**src/rtl/eaf_pkg.sv**
```systemverilog
// rtl/eaf_pkg.sv - shared types and default hash constants for the evicted-address filter
package eaf_pkg;

  localparam logic [31:0] EAF_HASH_C1 = 32'h5555_5555;
  localparam logic [31:0] EAF_HASH_C2 = 32'h9e37_79b9;

  typedef enum logic {
    RUN   = 1'b0,
    CLEAR = 1'b1
  } eaf_state_e;

  typedef struct packed {
    logic        valid;
    logic        insert;
    logic [31:0] h2;
  } eaf_s1_t;

endpackage

```
**src/rtl/eaf_hash.sv**
```systemverilog
// rtl/eaf_hash.sv - combinational two-round multiplicative hash of a line address
module eaf_hash
  import eaf_pkg::*;
#(
  parameter int          ADDR_W = 32,
  parameter logic [31:0] C1     = EAF_HASH_C1,
  parameter logic [31:0] C2     = EAF_HASH_C2
) (
  input  logic [ADDR_W-1:0] addr_i,
  output logic [31:0]       h2_o
);

  logic [31:0] a;
  logic [31:0] h1;

  generate
    if (ADDR_W >= 32) begin : g_trunc
      assign a = addr_i[31:0];
    end else begin : g_zext
      assign a = {{(32-ADDR_W){1'b0}}, addr_i};
    end
  endgenerate

  assign h1   = (a ^ (a >> 16)) * C1;
  assign h2_o = (h1 ^ (h1 >> 16)) * C2;

endmodule

```
**src/rtl/eaf_bloom_filter.sv**
```systemverilog
// rtl/eaf_bloom_filter.sv - pipelined multi-hash Bloom filter of recently evicted cache lines
module eaf_bloom_filter
  import eaf_pkg::*;
#(
  parameter int          ADDR_W      = 32,
  parameter int          NUM_HASH    = 4,
  parameter int          IDX_W       = 8,
  parameter int          MAX_INSERTS = 16,
  parameter int          CNT_W       = $clog2(MAX_INSERTS + 1),
  parameter logic [31:0] HASH_C1     = EAF_HASH_C1,
  parameter logic [31:0] HASH_C2     = EAF_HASH_C2
) (
  input  logic              clk,
  input  logic              rst,
  input  logic              req_valid,
  output logic              req_ready,
  input  logic              req_insert,
  input  logic [ADDR_W-1:0] req_addr,
  input  logic              clear_i,
  output logic              resp_valid,
  output logic              resp_hit,
  output logic              resp_insert,
  output logic [CNT_W-1:0]  insert_count,
  output logic              clear_event
);

  localparam int DEPTH = 1 << IDX_W;

  eaf_state_e                         state_q, state_d;
  eaf_s1_t                            s1_q, s1_d;
  logic [NUM_HASH-1:0][DEPTH-1:0]     bits_q, bits_d;
  logic [CNT_W-1:0]                   cnt_q, cnt_d;
  logic                               resp_valid_q, resp_valid_d;
  logic                               resp_hit_q, resp_hit_d;
  logic                               resp_insert_q, resp_insert_d;
  logic                               clear_event_q, clear_event_d;

  logic [31:0]      h2;
  logic             accept;
  logic             s2_fire;
  logic             all_set;
  logic             auto_clear;
  logic             do_clear;
  logic [CNT_W-1:0] cnt_inc;

  eaf_hash #(
    .ADDR_W (ADDR_W),
    .C1     (HASH_C1),
    .C2     (HASH_C2)
  ) u_hash (
    .addr_i (req_addr),
    .h2_o   (h2)
  );

  assign req_ready = (state_q == RUN);
  assign accept    = req_valid && req_ready;
  assign s2_fire   = (state_q == RUN) && s1_q.valid;
  assign cnt_inc   = cnt_q + CNT_W'(1);

  // Hit is evaluated on the pre-write array contents, so an insert reports prior membership.
  always_comb begin
    all_set = 1'b1;
    for (int i = 0; i < NUM_HASH; i++) begin
      if (!bits_q[i][s1_q.h2[i*IDX_W +: IDX_W]]) all_set = 1'b0;
    end
  end

  assign auto_clear = s2_fire && s1_q.insert && (cnt_inc == CNT_W'(MAX_INSERTS));
  assign do_clear   = clear_i || auto_clear;

  always_comb begin
    state_d       = RUN;
    s1_d          = s1_q;
    bits_d        = bits_q;
    cnt_d         = cnt_q;
    resp_valid_d  = s2_fire;
    resp_hit_d    = resp_hit_q;
    resp_insert_d = resp_insert_q;
    clear_event_d = do_clear;

    if (do_clear) state_d = CLEAR;

    if (state_q == RUN) begin
      s1_d.valid  = accept;
      s1_d.insert = req_insert;
      s1_d.h2     = h2;
    end

    if (s2_fire) begin
      resp_hit_d    = all_set;
      resp_insert_d = s1_q.insert;
    end

    if (do_clear) begin
      bits_d = '0;
      cnt_d  = '0;
    end else if (s2_fire && s1_q.insert) begin
      cnt_d = cnt_inc;
      for (int i = 0; i < NUM_HASH; i++) begin
        bits_d[i][s1_q.h2[i*IDX_W +: IDX_W]] = 1'b1;
      end
    end
  end

  always_ff @(posedge clk) begin
    if (rst) begin
      state_q       <= CLEAR;
      s1_q          <= '0;
      bits_q        <= '0;
      cnt_q         <= '0;
      resp_valid_q  <= 1'b0;
      resp_hit_q    <= 1'b0;
      resp_insert_q <= 1'b0;
      clear_event_q <= 1'b0;
    end else begin
      state_q       <= state_d;
      s1_q          <= s1_d;
      bits_q        <= bits_d;
      cnt_q         <= cnt_d;
      resp_valid_q  <= resp_valid_d;
      resp_hit_q    <= resp_hit_d;
      resp_insert_q <= resp_insert_d;
      clear_event_q <= clear_event_d;
    end
  end

  assign resp_valid   = resp_valid_q;
  assign resp_hit     = resp_hit_q;
  assign resp_insert  = resp_insert_q;
  assign insert_count = cnt_q;
  assign clear_event  = clear_event_q;

endmodule

```
**config.mk**
```make
export PLATFORM = sky130hd
export DESIGN_NAME = eaf_bloom_filter
export DESIGN_NICKNAME = d
export VERILOG_FILES = /design/src/rtl/eaf_pkg.sv /design/src/rtl/eaf_hash.sv /design/src/rtl/eaf_bloom_filter.sv
export SDC_FILE = /design/constraint.sdc
export NUM_CORES = 2
export LEC_CHECK = 0
export CORE_MARGIN = 2
export CORE_UTILIZATION = 55
export CTS_CLUSTER_DIAMETER = 120
export DETAILED_ROUTE_END_ITERATION = 16
export GPL_ROUTABILITY_DRIVEN = 0
export PLACE_DENSITY = 0.73
export SLEW_MARGIN = 20
export SYNTH_ARGS = -nofsm -noshare
export SYNTH_HDL_FRONTEND = slang
export SYNTH_SLANG_ARGS = --single-unit
```
**constraint.sdc**
```tcl
create_clock -name clk -period 24.4 [get_ports clk]
set_input_delay 7.32 -clock clk [delete_from_list [all_inputs] [get_ports clk]]
set_output_delay 7.32 -clock clk [all_outputs]
set_load 0.005 [all_outputs]
```
==> impl_metrics.ini <==
[run_status]
status = completed

[yosys]
syn_nets = 6820
yosysUniqueCellTypes = 76
synthCells = 6028
synth_edf_count = 0
netlist_area_sq_um = 59300
yosys.area.top_type_share_pct = 36.1
synth_common_cells = 1,188 x nor2_1, 1,068 x dfxtp_1, 1,065 x a21oi_1
yosysWarningCount = 0
synth.top_cells.by_area = dfxtp_1 36%, fa_1 13%, mux4_2 13%, a21oi_1 9.0%, ha_1 7.8%
avgSynthCellArea_sq_um = 9.83
yosys.area.top_type = dfxtp_1
postSynth.asyncResetShare_pct = 0
synth-seq-cells = 1068
synth.most_common_cell = nor2_1
ys_seq_area_share_pct = 36.1
ys.flop_type = dfxtp_1

[final_layout]
area_growth_pct = 8.97
regArea_sq_um = 21400
fillers = 8665
drive_gt1_share_pct = 11.5
diodes = 0
multiInputGateArea_sq_um = 34200
nNetsFinal = 6730

[floorplanning]
core-area_sq_um = 107000
fp-row-count = 120
initial_utilization_pct = 55.4
die_height_um = 332
dieArea_sq_um = 110000
pin_count = 47
die_w_um = 332

[detailed_routing]
viasPerCell = 5.86
drt_iter0_markers = 4205
drt_wl_total_mm = 150
drcViolationCount = 0
wl_per_cell_um = 20.2
dr.pass1.iters = 5
antenna_left = 0
vias = 43500

[sta]
post-route-min-period_ps = 22260
maxSlewHeadroom_pct = 17.9
finalCritPeriodShare_pct = 91.2
setup_viol = 0
hold_viol = 0
tightest_slew_ps = 1230
fin_worst_skew_ps = 27.0
fmax_mhz = 44.9
rsz0062_at_grt = false
drv_slew = 0
finalSetupTns_ps = 0

[worst_setup_path]
arrival_ps = 22850
critPathKind = in2reg
r2r_start = s1_q[8]
cpMaxStageDelayCell = xnor2_1
path_buf_inv = 10
worstPathRequired_ps = 24990
r2r_end = resp_hit
crit_path_start = req_addr[27]
critPathTopFamily = adder cells
start_kind = input pin
worst-path-max-fanout = 7
rrSetupSlack_ps = 19370
crit_top_cell = fa_1
critPathCaptureType = flip-flop
reg2reg_depth = 9
cpPeakStageDelay_ps = 830

[clock_network]
htreeDepth = 3
clockBufferDepth = 3
post_cts_buffers = 0
cts_tree = done
numCtsBuffers = 104
clock-sinks = 1068
cts_resized = 0
worstSkewPairLatency_ps = 700
cts-root-buf = clkbuf_16
path_clk_slew_ps = 60
ctsHoldBuffers = 0

[run]
drv_cap = 0

[min_path]
hold_class = reg2reg
hold_depth = 2
min-delay-start = bits_q[842]
holdPathEnd = bits_q[842]

[global_routing]
antenna_found_initial = 1
grt_pass1_vias = 43800
grt_max_degree = 258
grt_first_pass_wirelength_mm = 242
grt_overflow_total = 0
grt_usage_pct = 27.4

[placed_design]
dp_hpwl_mm = 102
numPortBuffers = 46
-- flip-flops by register name, summed over array words and instances (netlist names) --
| register | count |
|---|---|
| clear_event | 1 |
| bits_q | 1024 |
| resp_valid | 1 |
| resp_hit | 1 |
| s1_q | 34 |
| insert_count | 5 |
| resp_insert | 1 |
| state_q | 1 |
-- worst register-to-register path, stage by stage (launching register included) --
cell      delay, ps
dfxtp_4         900
buf_4           690
mux4_2          630
mux4_2          500
mux4_2          490
mux4_2          550
a211oi_1        600
nor4_1          280
mux2i_1         210
nor2_1           50
-- per-layer routing --
metal	global-route usage, %	wire length, um	vias to the layer above
met1	38.2	63900	21500
met5	0	0	-
met4	7.99	4280	0
met2	43.9	70200	1690
li1	-	-	20000
met3	4.96	11800	319
-- metrics by stage --
stage          utilization [%]  cells  instance area (sq um)  setup WS (ps)  hold WS [ps]
4_1_cts                   60.4   7421                  64500           2250           464
3_5_place_dp              57.2   7235                  61200           1570           449
3_3_place_gp              57.2   7235                  61200           1830           441
6_report                  60.4   7421                  64600           2140           457
2_1_floorplan                -   6028                  59300           3610           431
5_1_grt                   60.4   7421                  64600           1540           475
-- layout by cell type, fill, tap and decap left out, types with 9 or more instances in the layout --
master and count:
clkinv_2 14, clkbuf_16 105, xnor2_1 113, nor3_4 12
a21o_1 29, dfxtp_1 1059, inv_1 659, nor3_1 48
o21ai_1 9, fa_1 387, clkbuf_1 25, mux4_2 334
nor2b_1 11, a31oi_1 21, a21oi_1 1065, nand2b_1 33
nor2_1 1180, clkbuf_8 23, nand3_1 18, clkdlybuf4s50_1 45
nand2_1 77, and2_1 9, buf_4 115, xor2_1 52
ha_1 368, o21a_1 12, mux2i_1 11, o21ai_0 22
-- cells by family (layout without fill, tap and decap cells) --
group	Yosys count	in the layout	synth area share (%)
simple gates	1440	1440	9.72
compound gates	1211	1211	10.8
flops	1068	1068	36.1
buf+inv	1024	1014	6.67
fa+ha+maj	756	756	20.9
mux	348	348	12.9
xor+xnor	181	181	2.90
-- worst max path at each step --
stage	endpoint	cells past startpoint
2_1_floorplan	s1_q[31]	50
3_3_place_gp	s1_q[31]	51
3_5_place_dp	s1_q[31]	51
4_1_cts	s1_q[31]	51
5_1_grt	s1_q[31]	52
6_report	s1_q[31]	51
-- area by class of cell --
| cell class | instances | area share, % |
|---|---|---|
| multi-input combinational | 3936 | 52.9 |
| sequential | 1068 | 33.2 |
| clock buffer | 153 | 4.70 |
| inverter | 664 | 3.86 |
| tap | 1403 | 2.72 |
| timing repair buffer | 164 | 2.12 |
| clock inverter | 33 | 0.529 |
Power is not shown: default switching activity piles up to over one toggle a cycle in this logic, so the estimate is an artifact.
